[src/rtl/mem_access_pkg.sv]
// Shared types for the load/store sequencer.
// Access sizes, FSM states and the byte-enable mask helper.
package mem_access_pkg;

  typedef enum logic [1:0] {
    SZ_BYTE  = 2'd0,
    SZ_WORD  = 2'd1,
    SZ_DWORD = 2'd2
  } access_size_t;

  typedef enum logic [1:0] {
    S_IDLE,
    S_BEAT0,
    S_BEAT1,
    S_DONE
  } mas_state_t;

  // n low bytes set; n never exceeds 8 here
  function automatic logic [7:0] byte_mask(
    input logic [3:0] n
  );
    return 8'((9'd1 << n) - 9'd1);
  endfunction

endpackage

[src/rtl/byte_lane_rotator.sv]
// Byte-granular rotate left/right of a bus word.
// Output bytes whose mask bit is clear are forced to zero.
module byte_lane_rotator #(
  parameter int BUS_BYTES = 2,
  localparam int DW = 8 * BUS_BYTES,
  localparam int LB = $clog2(BUS_BYTES)
) (
  input  logic [DW-1:0]        din,
  input  logic [LB-1:0]        amt,
  input  logic                 left,
  input  logic [BUS_BYTES-1:0] mask,
  output logic [DW-1:0]        dout
);

  always_comb begin
    logic [LB-1:0] src;
    src  = '0;
    dout = '0;
    for (int i = 0; i < BUS_BYTES; i++) begin
      src = left ? LB'(i) - amt : LB'(i) + amt;
      if (mask[i])
        dout[8*i +: 8] = din[8*int'(src) +: 8];
    end
  end

endmodule

[src/rtl/mem_access_sequencer.sv]
// Load/store sequencer: seg:off address, split
// unaligned accesses into two lane-steered bus beats.
module mem_access_sequencer
  import mem_access_pkg::*;
#(
  parameter int BUS_BYTES = 2,
  parameter int ADDR_W = 20,
  localparam int DW = 8 * BUS_BYTES,
  localparam int LB = $clog2(BUS_BYTES),
  localparam int AW = ADDR_W - LB
) (
  input  logic                 clk,
  input  logic                 reset,
  input  logic                 start,
  input  logic [15:0]          segment,
  input  logic [15:0]          offset,
  input  logic                 io,
  input  logic                 wr_en,
  input  logic [1:0]           size,
  input  logic [DW-1:0]        wdata,
  output logic                 busy,
  output logic                 complete,
  output logic [DW-1:0]        rdata,
  output logic [AW-1:0]        m_addr,
  output logic [DW-1:0]        m_data_out,
  input  logic [DW-1:0]        m_data_in,
  output logic                 m_access,
  input  logic                 m_ack,
  output logic                 m_wr_en,
  output logic [BUS_BYTES-1:0] m_bytesel
);

  mas_state_t state, state_n;

  logic [ADDR_W-1:0]    lin, lin_n;
  logic                 wr_q;
  logic [DW-1:0]        wdata_q;
  logic [2:0]           nb_q, nb_n;
  logic [2:0]           k_q, k_n;
  logic                 two_q, two_n;
  logic                 size_ok;
  logic [LB-1:0]        lane, lane_n;
  logic [AW-1:0]        word;
  logic                 beat0, beat1;
  logic                 accept, ack;
  logic [LB-1:0]        amt;
  logic [BUS_BYTES-1:0] sel0, sel1;
  logic [BUS_BYTES-1:0] smask, lmask;
  logic [DW-1:0]        st_dout, ld_dout;

  assign lane   = lin[LB-1:0];
  assign word   = lin[ADDR_W-1:LB];
  assign accept = (state == S_IDLE) && start;
  assign ack    = (beat0 || beat1) && m_ack;

  // Illegal sizes fall back to a 2-byte access
  always_comb begin
    nb_n    = 3'd2;
    size_ok = 1'b0;
    unique case (1'b1)
      size == SZ_BYTE: begin
        nb_n    = 3'd1;
        size_ok = 1'b1;
      end
      size == SZ_WORD: begin
        nb_n    = 3'd2;
        size_ok = 1'b1;
      end
      size == SZ_DWORD && BUS_BYTES >= 4: begin
        nb_n    = 3'd4;
        size_ok = 1'b1;
      end
      default: ;
    endcase
    lin_n = io ? ADDR_W'(offset)
               : ADDR_W'({segment, 4'h0})
                 + ADDR_W'(offset);
    lane_n = lin_n[LB-1:0];
    two_n  = (4'(lane_n) + 4'(nb_n))
             > 4'(BUS_BYTES);
    k_n    = two_n ? 3'(BUS_BYTES - int'(lane_n))
                   : nb_n;
  end

  always_ff @(posedge clk) begin
    if (reset) state <= S_IDLE;
    else       state <= state_n;
  end

  always_comb begin
    state_n = state;
    unique case (state)
      S_IDLE:  if (start) state_n = S_BEAT0;
      S_BEAT0: if (m_ack)
                 state_n = two_q ? S_BEAT1 : S_DONE;
      S_BEAT1: if (m_ack) state_n = S_DONE;
      S_DONE:  state_n = S_IDLE;
      default: state_n = S_IDLE;
    endcase
  end

  always_ff @(posedge clk) begin
    if (reset) begin
      lin     <= '0;
      wr_q    <= 1'b0;
      wdata_q <= '0;
      nb_q    <= 3'd0;
      k_q     <= 3'd0;
      two_q   <= 1'b0;
      rdata   <= '0;
    end else begin
      if (accept) begin
        lin     <= lin_n;
        wr_q    <= wr_en;
        wdata_q <= wdata;
        nb_q    <= nb_n;
        k_q     <= k_n;
        two_q   <= two_n;
        if (!wr_en) rdata <= '0;
      end
      // beats fill disjoint byte ranges of a cleared word
      if (ack && !wr_q)
        rdata <= rdata | ld_dout;
    end
  end

  always_comb begin
    beat0 = (state == S_BEAT0);
    beat1 = (state == S_BEAT1);
    sel0  = BUS_BYTES'(
              byte_mask({1'b0, nb_q}) << lane);
    sel1  = BUS_BYTES'(
              byte_mask({1'b0, nb_q - k_q}));
    amt   = beat1 ? LB'(k_q) : lane;
    smask = beat1
      ? BUS_BYTES'(byte_mask(
          4'(BUS_BYTES) - {1'b0, k_q}))
      : BUS_BYTES'(~byte_mask(4'(lane)));
    lmask = beat1
      ? BUS_BYTES'(byte_mask({1'b0, nb_q})
          & ~byte_mask({1'b0, k_q}))
      : BUS_BYTES'(byte_mask({1'b0, k_q}));
    m_access   = beat0 || beat1;
    busy       = beat0 || beat1;
    complete   = (state == S_DONE);
    m_wr_en    = m_access && wr_q;
    m_addr     = beat0 ? word
               : beat1 ? word + AW'(1) : '0;
    m_bytesel  = beat0 ? sel0
               : beat1 ? sel1 : '0;
    m_data_out = m_access ? st_dout : '0;
  end

  byte_lane_rotator #(
    .BUS_BYTES (BUS_BYTES)
  ) u_store (
    .din  (wdata_q),
    .amt  (amt),
    .left (~beat1),
    .mask (smask),
    .dout (st_dout)
  );

  byte_lane_rotator #(
    .BUS_BYTES (BUS_BYTES)
  ) u_load (
    .din  (m_data_in),
    .amt  (amt),
    .left (beat1),
    .mask (lmask),
    .dout (ld_dout)
  );

  a_size_legal : assert property (
    @(posedge clk) disable iff (reset)
    accept |-> size_ok
  );

endmodule

[config.mk]
export PLATFORM = sky130hd
export DESIGN_NAME = mem_access_sequencer
export DESIGN_NICKNAME = d
export VERILOG_FILES = /design/src/rtl/mem_access_pkg.sv /design/src/rtl/byte_lane_rotator.sv /design/src/rtl/mem_access_sequencer.sv
export SDC_FILE = /design/constraint.sdc
export NUM_CORES = 1
export LEC_CHECK = 0
export BUFFER_PORTS_ARGS = -buffer_cell sky130_fd_sc_hd__buf_4
export CAP_MARGIN = 5
export CORE_UTILIZATION = 44
export DETAILED_ROUTE_END_ITERATION = 6
export HOLD_SLACK_MARGIN = 0.03
export PLACE_DENSITY = 0.7
export SKIP_LAST_GASP = 1
export SYNTH_ARGS = -nofsm -noshare
export SYNTH_HDL_FRONTEND = slang
export SYNTH_HIERARCHICAL = 1
export SYNTH_SLANG_ARGS = --single-unit
[constraint.sdc]
create_clock -name clk -period 2.9 [get_ports clk]
set_input_delay 0 -clock clk [delete_from_list [all_inputs] [get_ports clk]]
set_output_delay 0 -clock clk [all_outputs]
set_load 0.01 [all_outputs]
==> reports/summary.txt <==
Vias = 4334
Number of hold buffers added after cts = 26
Routed WL per cell = 14.5 µm
Sw frac = 0.397
Number of buffers created by CTS = 9
Worst Reg-to-Reg Cells = 8
# setup viols final = 0
Logic pwr share = 0.486
Status = complete, no violations
Non-filler instance count after layout = 825
Final net count = 788
Chip height = 100 µm
CTS tree = yes
Layout cells sized above 1 = 0.231
Maximum fanout along the worst path = 8
Largest net degree at the start of global routing = 41
Post-CTS Setup Inserts = 0
Area grow syn2layout = 36.4%
DR DRC count = 0
Power, Total = 3980 µW
Row Count = 35
Core Area = 0.00928 mm²
Post-synthesis cell count = 543
Fin util = 0.621
Worst Path Buf+Inv = 2
IO Port Bufs = 128
Synth Flop Type = dfxtp_1
RSZ-0062 raised after global routing = false
H-tree depth = 3
Fraction of registers with async set/reset = 0
Synth top area cells = dfxtp_1, mux2i_1, a21oi_1, ha_1, nand2_1
Synth area leader = dfxtp_1
CP Cell Sequence = inv_1 > ha_1 > nor2b_1 > nand4_1 > or3_1 > a21oi_1 > buf_4
Max-cap violations = 0
Max clock buf depth = 2
Yosys warns = 6
Number of DRC markers in iteration 0 = 138
Crit end category = output pin
# IOs = 129
Clock root cell = clkbuf_8
R2r startpoint = state[0]$_SDFFE_PP0P_
Flops & latches, synth = 60
CP arrival = 2.43 ns
Fin. Hold Viols = 0
Slowest CP cell = or3_1
Worst-path clk slew = 0.06 ns
Max Slew Vio Count = 0
Synthesized area per cell = 7.78 µm²
CP Data Required Time = 2.90 ns
Slew margin rel. = 0.451
Post_cts resized = 0
CP delay by family, top = simple AND/OR/NAND/NOR gates
Max stage delay on crit path = 0.46 ns
Final WL = 11900 µm
Skew final = 0.00797 ns
Post-DRT Antenna Nets = 0
Crit share post-route = 0.839
Share of power burned in registers = 0.290
Ant. Diodes = 0
Die area = 0.0100 mm²
Worst Tran Pin Value = 0.814 ns
All-Layer GR Usage = 0.242
Distinct cells, synth = 54
HP Class = in -> reg
Clock power share = 0.224
Global placement routability congestion = 0.823
Psw = 1580 µW
Int Pwr = 2400 µW
Vias per inst = 5.25
HP Start = offset[5]
Die Wd = 100 µm
Initial Util = 0.455
Setup tns final = 0 ns
Max VDD drop = 308 µV
DRT Pass-1 Iters = 4
Fin crit period = 2.43 ns
Setup CP Type = reg -> out
Global-route wire length before repair = 19400 µm
Capturing point of the worst reg2reg path = rdata[3]$_SDFFE_PP0P_
Net count after synthesis = 640
Cell Area, Synth = 0.00422 mm²
Clock latency on the worst-skew pair = 0.34 ns
Sequential area share after synthesis = 0.284
Antenna violations before repair = 0
R2r setup slk = 0.80 ns
Clk sink count = 60
WHS Endpoint = lin[5]$_SDFFE_PP0P_
Power Density = 690 mW/mm²
Number of synthesized flops with an enable pin = 0
Pleak = 0.00245 µW
DP Wirelength = 8880 µm
Peak Freq = 0.411 GHz
Startpoint types = flop
Placed instance count = 783
Overflow after GRT = 0
Vias in the first global route = 4141
Top cell type's share of synthesized area = 0.284
Hold-critical path depth = 3
==> how the worst max path moves through the flow <==
| stage | start | cells past startpoint | to | slack, ns |
|---|---|---|---|---|
| after floorplan | state[0]$_SDFFE_PP0P_ | 7 | rdata[10]$_SDFFE_PP0P_ | 0.86 |
| after global placement | offset[4] | 8 | lin[16]$_SDFFE_PP0P_ | 0.70 |
| after detailed placement | offset[4] | 8 | lin[16]$_SDFFE_PP0P_ | 0.64 |
| after CTS | state[1]$_SDFFE_PP0P_ | 7 | m_addr[13] | 0.45 |
| after global routing | state[1]$_SDFFE_PP0P_ | 7 | m_addr[13] | 0.25 |
| final | state[1]$_SDFFE_PP0P_ | 7 | m_addr[13] | 0.47 |
==> power groups by stage <==
| stage | Combinational [µW] | Sequential [µW] | Clock [µW] |
|---|---|---|---|
| 6_report | 1930 | 1150 | 889 |
| 5_1_grt | 2130 | 1180 | 949 |
| 4_1_cts | 1930 | 1150 | 906 |
| 3_5_place_dp | 1890 | 1170 | 0 |
| 3_3_place_gp | 1850 | 1160 | 0 |
| 2_1_floorplan | 1290 | 1130 | 0 |
==> registers in the layout, summed over array words and instances, names as in the netlist <==
signal,cells
lin,20
rdata,16
wdata_q,16
k_q,2
nb_q,2
state,2
two_q,1
wr_q,1
==> metrics by stage <==
stage / setup slack, ns / hold slack [ns] / cell area [µm²]
after detailed placement: 0.638 / 0.259 / 5270
final: 0.467 / 0.0421 / 5760
after global placement: 0.698 / 0.251 / 5270
after floorplan: 0.857 / 0.136 / 4220
after CTS: 0.452 / 0.0301 / 5760
after global routing: 0.254 / 0.0521 / 5760
==> per-layer routing <==
layer	global-route usage	up-vias	part of all wire
met2	0.404	116	0.47
met5	0	-	0
met1	0.314	1989	0.47
met3	0.0362	21	0.040
li1	-	2208	-
met4	0.0981	0	0.022
==> worst min-delay path, cell delays in order <==
cell	delay [ns]
buf_4	0.13
mux2i_1	0.12
a211oi_1	0.08
==> placed cells by master, fill, tap and decap left out, drive strengths merged, types with 4 or more instances in the layout <==
cell type    netlist  final
and4               5      5
dfxtp             60     60
nand3             10     10
o21ai             23     23
nand2             73     73
nor2              47     47
and2              19     19
ha                23     23
o211a              4      4
xnor2             11     11
dlygate4sd3        0     26
nor3              12     12
nand3b             5      5
o211ai             6      6
or3               10     10
clkbuf            18     12
a21oi             58     58
nor2b             35     35
mux2i             38     38
a21o               8      8
buf                9    138
and3               5      5
xor2               5      5
a211oi             6      6
inv               17     17
==> area by class of cell <==
class                      count  area, µm²
tap                          129        161
timing repair buffer         164       1300
clock inverter                 4       70.1
fill                         871       3520
inverter                      17       63.8
clock buffer                  12        165
multi-input combinational    439       2810
sequential                    60       1200
==> kinds of logic after synthesis <==
| logic type | count (synthesis) | synth area share |
|---|---|---|
| flip-flops | 60 | 0.284 |
| AND/OR/NAND/NOR | 228 | 0.267 |
| buffers and inverters | 44 | 0.0515 |
| AO/OA/AOI/OAI | 131 | 0.194 |
| XOR/XNOR | 16 | 0.0332 |
| multiplexers | 39 | 0.0927 |
| adder cells (fa/ha/maj) | 25 | 0.0776 |
==> cell usage after synthesis (all sizes together), types with 9 or more instances <==
master and instances:
ha 23, dfxtp 60, a21oi 58, and2 19, buf 9, mux2i 38, nand2 73, nor2 47
nor2b 35, nand3 10, inv 17, nor3 12, clkbuf 18, or3 10, xnor2 11, o21ai 23
No activity file was read; power rests on OpenSTA's default activity.
